--- src/rtl/muldiv_unit.sv ---
// -----------------------------------------------------------------------------
// muldiv_unit
// Iterative multiply/divide unit for the execute stage. Runs MULTU/MULT/DIVU/DIV
// as one shift-add or restoring shift-subtract step per clock into private
// HI/LO registers. It also services MTHI/MTLO moves, and can be flushed by ABORT.
//
// Ports:
//   CLK    - system clock, rising edge
//   RST_N  - asynchronous active-low reset
//   START  - one-cycle request to begin an operation (taken only when idle)
//   OP     - 00=MULTU, 01=MULT, 10=DIVU, 11=DIV (sampled with START)
//   OPA    - rs operand (multiplicand / dividend, MTHI/MTLO data)
//   OPB    - rt operand (multiplier / divisor)
//   MTHI   - write OPA into HI (idle, no START)
//   MTLO   - write OPA into LO (idle, no START)
//   ABORT  - pipeline flush; cancels the in-flight operation
//   HI, LO - result registers (product high/low, remainder/quotient)
//   BUSY   - operation in progress
//   DONE   - one-cycle pulse when HI/LO receive a result
// -----------------------------------------------------------------------------
module muldiv_unit #(
    parameter int WIDTH = 32
) (
    input  logic             CLK,
    input  logic             RST_N,
    input  logic             START,
    input  logic [1:0]       OP,
    input  logic [WIDTH-1:0] OPA,
    input  logic [WIDTH-1:0] OPB,
    input  logic             MTHI,
    input  logic             MTLO,
    input  logic             ABORT,
    output logic [WIDTH-1:0] HI,
    output logic [WIDTH-1:0] LO,
    output logic             BUSY,
    output logic             DONE
);

    localparam int CNT_W = (WIDTH > 1) ? $clog2(WIDTH) : 1;
    localparam logic [CNT_W-1:0]   CNT_LAST = CNT_W'(WIDTH - 1);
    localparam logic [WIDTH-1:0]   ONE_W    = {{(WIDTH-1){1'b0}}, 1'b1};
    localparam logic [2*WIDTH-1:0] ONE_2W   = {{(2*WIDTH-1){1'b0}}, 1'b1};

    typedef enum logic [1:0] {
        ST_IDLE = 2'd0,
        ST_RUN  = 2'd1,
        ST_FIX  = 2'd2
    } state_t;

    // Two's complement negation helpers.
    function automatic logic [WIDTH-1:0] neg_w(input logic [WIDTH-1:0] x);
        return ~x + ONE_W;
    endfunction

    function automatic logic [2*WIDTH-1:0] neg_2w(input logic [2*WIDTH-1:0] x);
        return ~x + ONE_2W;
    endfunction

    state_t           state_q, state_d;
    logic [CNT_W-1:0] cnt_q, cnt_d;
    logic             is_div_q, is_div_d;
    logic             sign_a_q, sign_a_d;
    logic             sign_b_q, sign_b_d;
    logic [WIDTH-1:0] mag_a_q, mag_a_d;     // |A|: multiplicand, or dividend for the /0 case
    logic [WIDTH-1:0] mag_b_q, mag_b_d;     // |B|: divisor
    logic [WIDTH-1:0] acc_hi_q, acc_hi_d;   // partial product high / partial remainder
    logic [WIDTH-1:0] acc_lo_q, acc_lo_d;   // multiplier shifting out / quotient shifting in
    logic [WIDTH-1:0] hi_q, hi_d;
    logic [WIDTH-1:0] lo_q, lo_d;
    logic             busy_q, busy_d;
    logic             done_q, done_d;

    logic [WIDTH:0]   mul_sum_s;
    logic [WIDTH:0]   div_shift_s;
    logic             div_ge_s;
    logic [WIDTH-1:0] div_rem_s;
    logic [WIDTH-1:0] mag_opa_s;
    logic [WIDTH-1:0] mag_opb_s;
    logic             opa_neg_s;
    logic             opb_neg_s;

    // One iteration of the multiply and divide datapaths, plus operand magnitudes.
    always_comb begin
        opa_neg_s = OP[0] & OPA[WIDTH-1];
        opb_neg_s = OP[0] & OPB[WIDTH-1];
        mag_opa_s = opa_neg_s ? neg_w(OPA) : OPA;
        mag_opb_s = opb_neg_s ? neg_w(OPB) : OPB;

        // Shift-add: the carry out of the add becomes the new top bit after the shift.
        mul_sum_s = {1'b0, acc_hi_q} + (acc_lo_q[0] ? {1'b0, mag_a_q} : {(WIDTH+1){1'b0}});

        // Restoring divide: partial remainder is always < divisor, so the
        // subtraction result fits in WIDTH bits when it is taken.
        div_shift_s = {acc_hi_q, acc_lo_q[WIDTH-1]};
        div_ge_s    = (div_shift_s >= {1'b0, mag_b_q});
        div_rem_s   = div_ge_s ? (div_shift_s[WIDTH-1:0] - mag_b_q) : div_shift_s[WIDTH-1:0];
    end

    // Next-state, datapath and output logic of the IDLE/RUN/FIX sequencer.
    always_comb begin
        state_d  = state_q;
        cnt_d    = cnt_q;
        is_div_d = is_div_q;
        sign_a_d = sign_a_q;
        sign_b_d = sign_b_q;
        mag_a_d  = mag_a_q;
        mag_b_d  = mag_b_q;
        acc_hi_d = acc_hi_q;
        acc_lo_d = acc_lo_q;
        hi_d     = hi_q;
        lo_d     = lo_q;
        busy_d   = busy_q;
        done_d   = 1'b0;

        case (state_q)
            ST_IDLE: begin
                if (START && !ABORT) begin
                    is_div_d = OP[1];
                    sign_a_d = opa_neg_s;
                    sign_b_d = opb_neg_s;
                    mag_a_d  = mag_opa_s;
                    mag_b_d  = mag_opb_s;
                    acc_hi_d = {WIDTH{1'b0}};
                    // Divide shifts the dividend out of acc_lo; multiply shifts the multiplier.
                    acc_lo_d = OP[1] ? mag_opa_s : mag_opb_s;
                    cnt_d    = {CNT_W{1'b0}};
                    busy_d   = 1'b1;
                    state_d  = ST_RUN;
                end else begin
                    // Moves are only honoured when no operation is being started.
                    if (MTHI) begin
                        hi_d = OPA;
                    end else begin
                        hi_d = hi_q;
                    end
                    if (MTLO) begin
                        lo_d = OPA;
                    end else begin
                        lo_d = lo_q;
                    end
                end
            end

            ST_RUN: begin
                if (ABORT) begin
                    busy_d  = 1'b0;
                    state_d = ST_IDLE;
                end else begin
                    if (is_div_q) begin
                        acc_hi_d = div_rem_s;
                        acc_lo_d = {acc_lo_q[WIDTH-2:0], div_ge_s};
                    end else begin
                        acc_hi_d = mul_sum_s[WIDTH:1];
                        acc_lo_d = {mul_sum_s[0], acc_lo_q[WIDTH-1:1]};
                    end
                    cnt_d = cnt_q + {{(CNT_W-1){1'b0}}, 1'b1};
                    if (cnt_q == CNT_LAST) begin
                        state_d = ST_FIX;
                    end else begin
                        state_d = ST_RUN;
                    end
                end
            end

            ST_FIX: begin
                if (ABORT) begin
                    busy_d  = 1'b0;
                    state_d = ST_IDLE;
                end else begin
                    if (is_div_q && (mag_b_q == {WIDTH{1'b0}})) begin
                        // Divide by zero returns all-ones and the original dividend.
                        lo_d = {WIDTH{1'b1}};
                        hi_d = sign_a_q ? neg_w(mag_a_q) : mag_a_q;
                    end else if (is_div_q) begin
                        lo_d = (sign_a_q ^ sign_b_q) ? neg_w(acc_lo_q) : acc_lo_q;
                        hi_d = sign_a_q ? neg_w(acc_hi_q) : acc_hi_q;
                    end else begin
                        {hi_d, lo_d} = (sign_a_q ^ sign_b_q) ? neg_2w({acc_hi_q, acc_lo_q})
                                                             : {acc_hi_q, acc_lo_q};
                    end
                    done_d  = 1'b1;
                    busy_d  = 1'b0;
                    state_d = ST_IDLE;
                end
            end

            default: begin
                busy_d  = 1'b0;
                state_d = ST_IDLE;
            end
        endcase
    end

    // State and datapath registers with asynchronous clear.
    always_ff @(posedge CLK or negedge RST_N) begin
        if (!RST_N) begin
            state_q  <= ST_IDLE;
            cnt_q    <= {CNT_W{1'b0}};
            is_div_q <= 1'b0;
            sign_a_q <= 1'b0;
            sign_b_q <= 1'b0;
            mag_a_q  <= {WIDTH{1'b0}};
            mag_b_q  <= {WIDTH{1'b0}};
            acc_hi_q <= {WIDTH{1'b0}};
            acc_lo_q <= {WIDTH{1'b0}};
            hi_q     <= {WIDTH{1'b0}};
            lo_q     <= {WIDTH{1'b0}};
            busy_q   <= 1'b0;
            done_q   <= 1'b0;
        end else begin
            state_q  <= state_d;
            cnt_q    <= cnt_d;
            is_div_q <= is_div_d;
            sign_a_q <= sign_a_d;
            sign_b_q <= sign_b_d;
            mag_a_q  <= mag_a_d;
            mag_b_q  <= mag_b_d;
            acc_hi_q <= acc_hi_d;
            acc_lo_q <= acc_lo_d;
            hi_q     <= hi_d;
            lo_q     <= lo_d;
            busy_q   <= busy_d;
            done_q   <= done_d;
        end
    end

    assign HI   = hi_q;
    assign LO   = lo_q;
    assign BUSY = busy_q;
    assign DONE = done_q;

endmodule

--- config.mk ---
export PLATFORM = sky130hd
export DESIGN_NAME = muldiv_unit
export DESIGN_NICKNAME = d
export VERILOG_FILES = /design/src/rtl/muldiv_unit.sv
export SDC_FILE = /design/constraint.sdc
export NUM_CORES = 1
export LEC_CHECK = 0
export ABC_AREA = 0
export BUFFER_PORTS_ARGS = -buffer_cell sky130_fd_sc_hd__buf_2
export CORE_MARGIN = 5
export CORE_UTILIZATION = 30
export DETAILED_ROUTE_END_ITERATION = 6
export PLACE_DENSITY = 0.56
export SLEW_MARGIN = 20
export SYNTH_ARGS = -nofsm -noshare
export SYNTH_HDL_FRONTEND = slang
export SYNTH_SLANG_ARGS = --single-unit
--- constraint.sdc ---
create_clock -name CLK -period 4.2 [get_ports CLK]
set_input_delay 0.42 -clock CLK [delete_from_list [all_inputs] [get_ports CLK]]
set_output_delay 0.42 -clock CLK [all_outputs]
set_load 0.02 [all_outputs]
Word level (Yosys, flattened, before mapping)
Cells that the tools add are included. W data, S select, Z words.

Add/sub/neg operators: 9. Magnitude comparators: 1. Equality and inequality tests: 10. Muxes and demuxes: 41. Bitwise gates (word level): 9. Reductions and logical operators: 12.

Operators by type and width (number): $mux W32 (24); $pmux W32 S2 (4); $add A32 B1 Y32 const B (5); $not A32 Y32 (5); $add A64 B1 Y64 const B (1); $mux W64 (1); $not A64 Y64 (1); $add A32 B32 Y33 (1); $ge A33 B32 Y1 (1); $logic_not A32 Y1 (1); $sub A32 B32 Y32 (1); $ne A2 B2 Y1 const B (7); $mux W5 (2); $pmux W5 S2 (1); $reduce_and A4 Y1 (2); $mux W2 (3); $add A5 B1 Y5 const B (1); $eq A5 B5 Y1 const B (1); $mux W1 (4); $pmux W2 S2 (1); $reduce_and A2 Y1 (2); $reduce_bool A2 Y1 (2); $reduce_and A3 Y1 (1); $and A1 B1 Y1 (2); other kinds (7) (8).

Register bits after elaboration: 204. Input bits: 72. Logic and storage cells: 95.

Depth between registers and ports, before layout
Depth in word-level cells: 7. Depth in mapped cells: 15. Mapped depth without buffers: 14.

Least setup slack after synthesis
No wires, ideal clock.

Path kind: register to register. Start: reg acc_lo_q[31]. End: reg acc_hi_q[26]. Setup time: 0.094 ns. Arrival: 2.940 ns. Path slack: 1.166 ns. Cell stages (with the launch flop): 15. Buffers on the path: 1. Clock period less this slack: 3.034 ns. Cell sequence: dfrtp_1 -> clkbuf_1 -> inv_1 -> ha_1 -> inv_1 -> fa_1 -> nand3_1 -> a21oi_1 -> o41a_1 -> nor4b_1 -> nor3_1 -> o32ai_1 -> xnor2_1 -> nand2_1 -> a211oi_1.

Word-level cells in the longest chain between the ends: 5. Elaborated cells on any way between the ends: 6.

Ends and longest elaborated chain: from (decl) (RTL line 67) `logic [WIDTH-1:0] acc_lo_q, acc_lo_d;`; from (signal assigned) (RTL line 205) `acc_lo_q <= {WIDTH{1'b0}};`; from (signal assigned) (RTL line 219) `acc_lo_q <= acc_lo_d;`; $sub A32 B32 Y32 / $ge A33 B32 Y1 (equally long branches) (RTL line 96, 95); $mux W32 * (RTL line 96) `div_rem_s = div_ge_s ? (div_shift_s[WIDTH-1:0] - mag_b_q) : div_shift_s[WIDTH-1:0];`; $mux W32 * (RTL line 149) `if (is_div_q) begin`; $mux W32 * (RTL line 145) `if (ABORT) begin`; $pmux W32 S2 * (RTL line 115) `case (state_q)`; to (signal assigned) (RTL line 204) `acc_hi_q <= {WIDTH{1'b0}};`; to (signal assigned) (RTL line 218) `acc_hi_q <= acc_hi_d;`; to (decl) (RTL line 66) `logic [WIDTH-1:0] acc_hi_q, acc_hi_d;`.

Every way passes the cells marked *; elsewhere a longest branch is shown, timed or not. The select of a mux whose other input is x is not followed. A chain may end at the register's enable or synchronous reset.

Worst setup path after layout
Start: reg acc_hi_q[0]. End: reg acc_hi_q[2].

Word-level cells in the longest chain between the ends: 5. Elaborated cells on any way between the ends: 7.

Ends and longest elaborated chain (RTL line): $sub A32 B32 Y32 / $ge A33 B32 Y1 (equally long branches) (96, 95); $mux W32 (96); $mux W32 * (149); $mux W32 * (145); $pmux W32 S2 * (115).

Marks and branches as above.

==> results.ini <==
[global_route]
grt_pass1_wl_mm = 113
grtUsageTotal_pct = 23.4
antenna_found_initial = 2
grt_max_degree = 122
grt_remaining_overflow = 0
grt_pass1_vias = 17100

[sta]
worst_pin_slew_ps = 1040
setup_ws_ps = 381
slew_viol_final = 0
report.final.setup_viol = 0
period_needed_ps = 3820
fin_skew_ps = 23.4
final_hold_viol_count = 0
grt_setup_unrepaired = false
slew_headroom_pct = 30.0
finalCritPeriodShare_pct = 90.9
finalSetupTns_ps = 0
fmax_mhz = 262

[clocking]
cts.sinks = 204
cts_hold_buf = 1
clock-root-buffer = clkbuf_16
cts_buffers = 25
ctsLongestPathBuffers = 3
htreeDepth = 1
clock_latency_ps = 580
path_clk_slew_ps = 70
tritoncts = done
postCtsResizedCells = 0
post-cts-setup-buffers = 0

[placement]
portBuffers = 137
dp_slack_ps = 302
placed_cell_area_mm2 = 0.0192
finalWeightedCongestion = 0.970
place_inst = 3099
dp_hpwl_mm = 61.9

[die]
std_cell_rows = 88
die_y_um = 251
top_level_ports = 138
dieArea_mm2 = 0.0632
core-area_mm2 = 0.0577
start_util_pct = 30.3
die_w_um = 251

[route]
vias = 18000
viasPerCell = 5.73
drtIter0Drc = 1983
antenna_left = 0
wire_per_inst_um = 24.6
drtPass1Iterations = 6
drc = 0
wirelength_mm = 77.4

[yosys]
yosysTopAreaCellShare_pct = 29.2
synth_top_flop_cell = dfrtp_1
ys_warn_count = 0
synth_edf_count = 0
postSynthCellCount = 2265
yosysTopAreaCell = dfrtp_1
synth-seq-area-share_pct = 29.2
synth_seq_cells = 204
async_flop_share_pct = 100
synth.cell_area_mm2 = 0.0175
synth.distinct_cells = 85
ys_top_cells_by_area = dfrtp_1 (29%), xnor2_1 (6.6%), o21ai_0 (6.4%)
syn-num-nets = 2410
syn_avg_cell_area_um2 = 7.72

[critical_path]
crit_buf_inv = 1
crit_family = compound AO/OA/AOI/OAI gates
worstSetupEndpointType = flop
worst_setup_path_start_kind = flop
cp_data_arrival_time_ps = 4320
cp_max_fo = 13
critPathRequiredTime_ps = 4700
crit_slowest_cell = dfrtp_1
critPathMaxStageDelay_ps = 560
crit_type = flop to flop
crit_chain = ha_1, nor2b_1, o31ai_2, a211oi_1, or3b_2, a21oi_1, o21a_1, buf_4, nor2_1, o32ai_1, a22o_1

[layout]
layoutNonFillerInstCount = 3148
fin_nets = 2508
areaGrowthSynthToFinish_pct = 15.0
fin_util_pct = 34.8
drive_above_1_share_pct = 12.8
fin_area_mm2 = 0.0201

[power]
p_per_area_mw_per_mm2 = 683
ir_drop_uv = 354
power.leakage_nw = 8.64

[min_path]
hold_class = primary input to flop

[status]
status = finished clean

[flow_run]
drv_cap = 0

cell families (layout without fill, tap and decap cells):
logic type / Yosys count / in the layout / share of synthesized area [%]
simple gates: 771 / 771 / 21.0
compound gates: 717 / 717 / 24.9
buf+inv: 223 / 340 / 5.11
flops: 204 / 204 / 29.2
xor+xnor: 202 / 202 / 10.1
mux: 75 / 75 / 4.34
fa+ha+maj: 73 / 73 / 5.31
other cells: 0 / 1 / 0
power breakdown:
part | switching (mW) | internal [mW]
registers | 0.778 | 2.45
logic | 5.11 | 3.01
clock network | 0.960 | 1.41
total | 6.85 | 6.87
routing by layer:
layer	vias up	track usage (%)	part of all wire (%)
met1	8723	30.8	42
met2	818	37.6	45
li1	8332	-	-
met4	4	8.84	4.7
met5	-	0	0.035
met3	154	5.38	8.2
cell usage in the layout (no fill, tap or decap), types with 31 or more instances in the layout:
| cell | count |
|---|---|
| nand2_1 | 267 |
| o21ai_0 | 224 |
| a21oi_1 | 214 |
| dfrtp_1 | 203 |
| nor2_1 | 190 |
| buf_2 | 136 |
| xnor2_1 | 132 |
| buf_4 | 78 |
| inv_1 | 75 |
| ha_1 | 71 |
| xor2_1 | 70 |
| mux2i_1 | 69 |
| nand3_1 | 43 |
| nor3_1 | 42 |
| and2_1 | 40 |
| nor4_1 | 36 |
| o31ai_1 | 31 |
cells in the mapped netlist, types with 37 or more instances:
master / count
xnor2_1: 132
nor2_1: 191
clkbuf_1: 127
xor2_1: 70
and2_1: 40
ha_1: 71
dfrtp_1: 204
mux2i_1: 69
o21ai_0: 224
nor4_1: 37
nand3_1: 43
inv_1: 75
a21oi_1: 214
nand2_1: 268
nor3_1: 43
flip-flops by register name, indices dropped and copies added, names as in the netlist:
name,flops
HI,32
LO,32
acc_hi_q,32
acc_lo_q,32
mag_a_q,32
mag_b_q,32
cnt_q,5
state_q,2
BUSY,1
DONE,1
is_div_q,1
sign_a_q,1
sign_b_q,1
per-stage QoR:
step           power [mW]  hold WS [ps]
2_1_floorplan        8.31           124
3_3_place_gp         11.2           461
3_5_place_dp         11.2           466
4_1_cts              13.6           141
5_1_grt              14.5           164
6_report             13.7           162
final cells by class:
class,instances,area (um^2)
diodes,1,2.50
clock buffers,32,682
clock inverters,14,203
fillers,6117,37600
inverters,76,285
multi-input cells,1838,11500
flip-flops and latches,204,5110
well taps,765,957
repair buffers,218,1340
tightest hold or removal path, stage by stage:
cell and delay, ps:
buf_2 140, nand2_1 60, a31oi_1 70
worst paths after layout:
kind | startpoint | endpoint | slack [ps] | cells past startpoint
worst max-delay path | acc_hi_q[0] | acc_hi_q[2] | 380 | 11
worst min-delay path | OPA[2] | HI[2] | 160 | 3
worst max register to register | acc_hi_q[0] | acc_hi_q[2] | 380 | 11
worst min register to register | LO[5] | LO[5] | 480 | 2
max in group asynchronous | RST_N | acc_hi_q[18] | 2580 | 3
min in group asynchronous | RST_N | LO[20] | 450 | 2
Note: power is estimated with default switching activity, not from simulation.
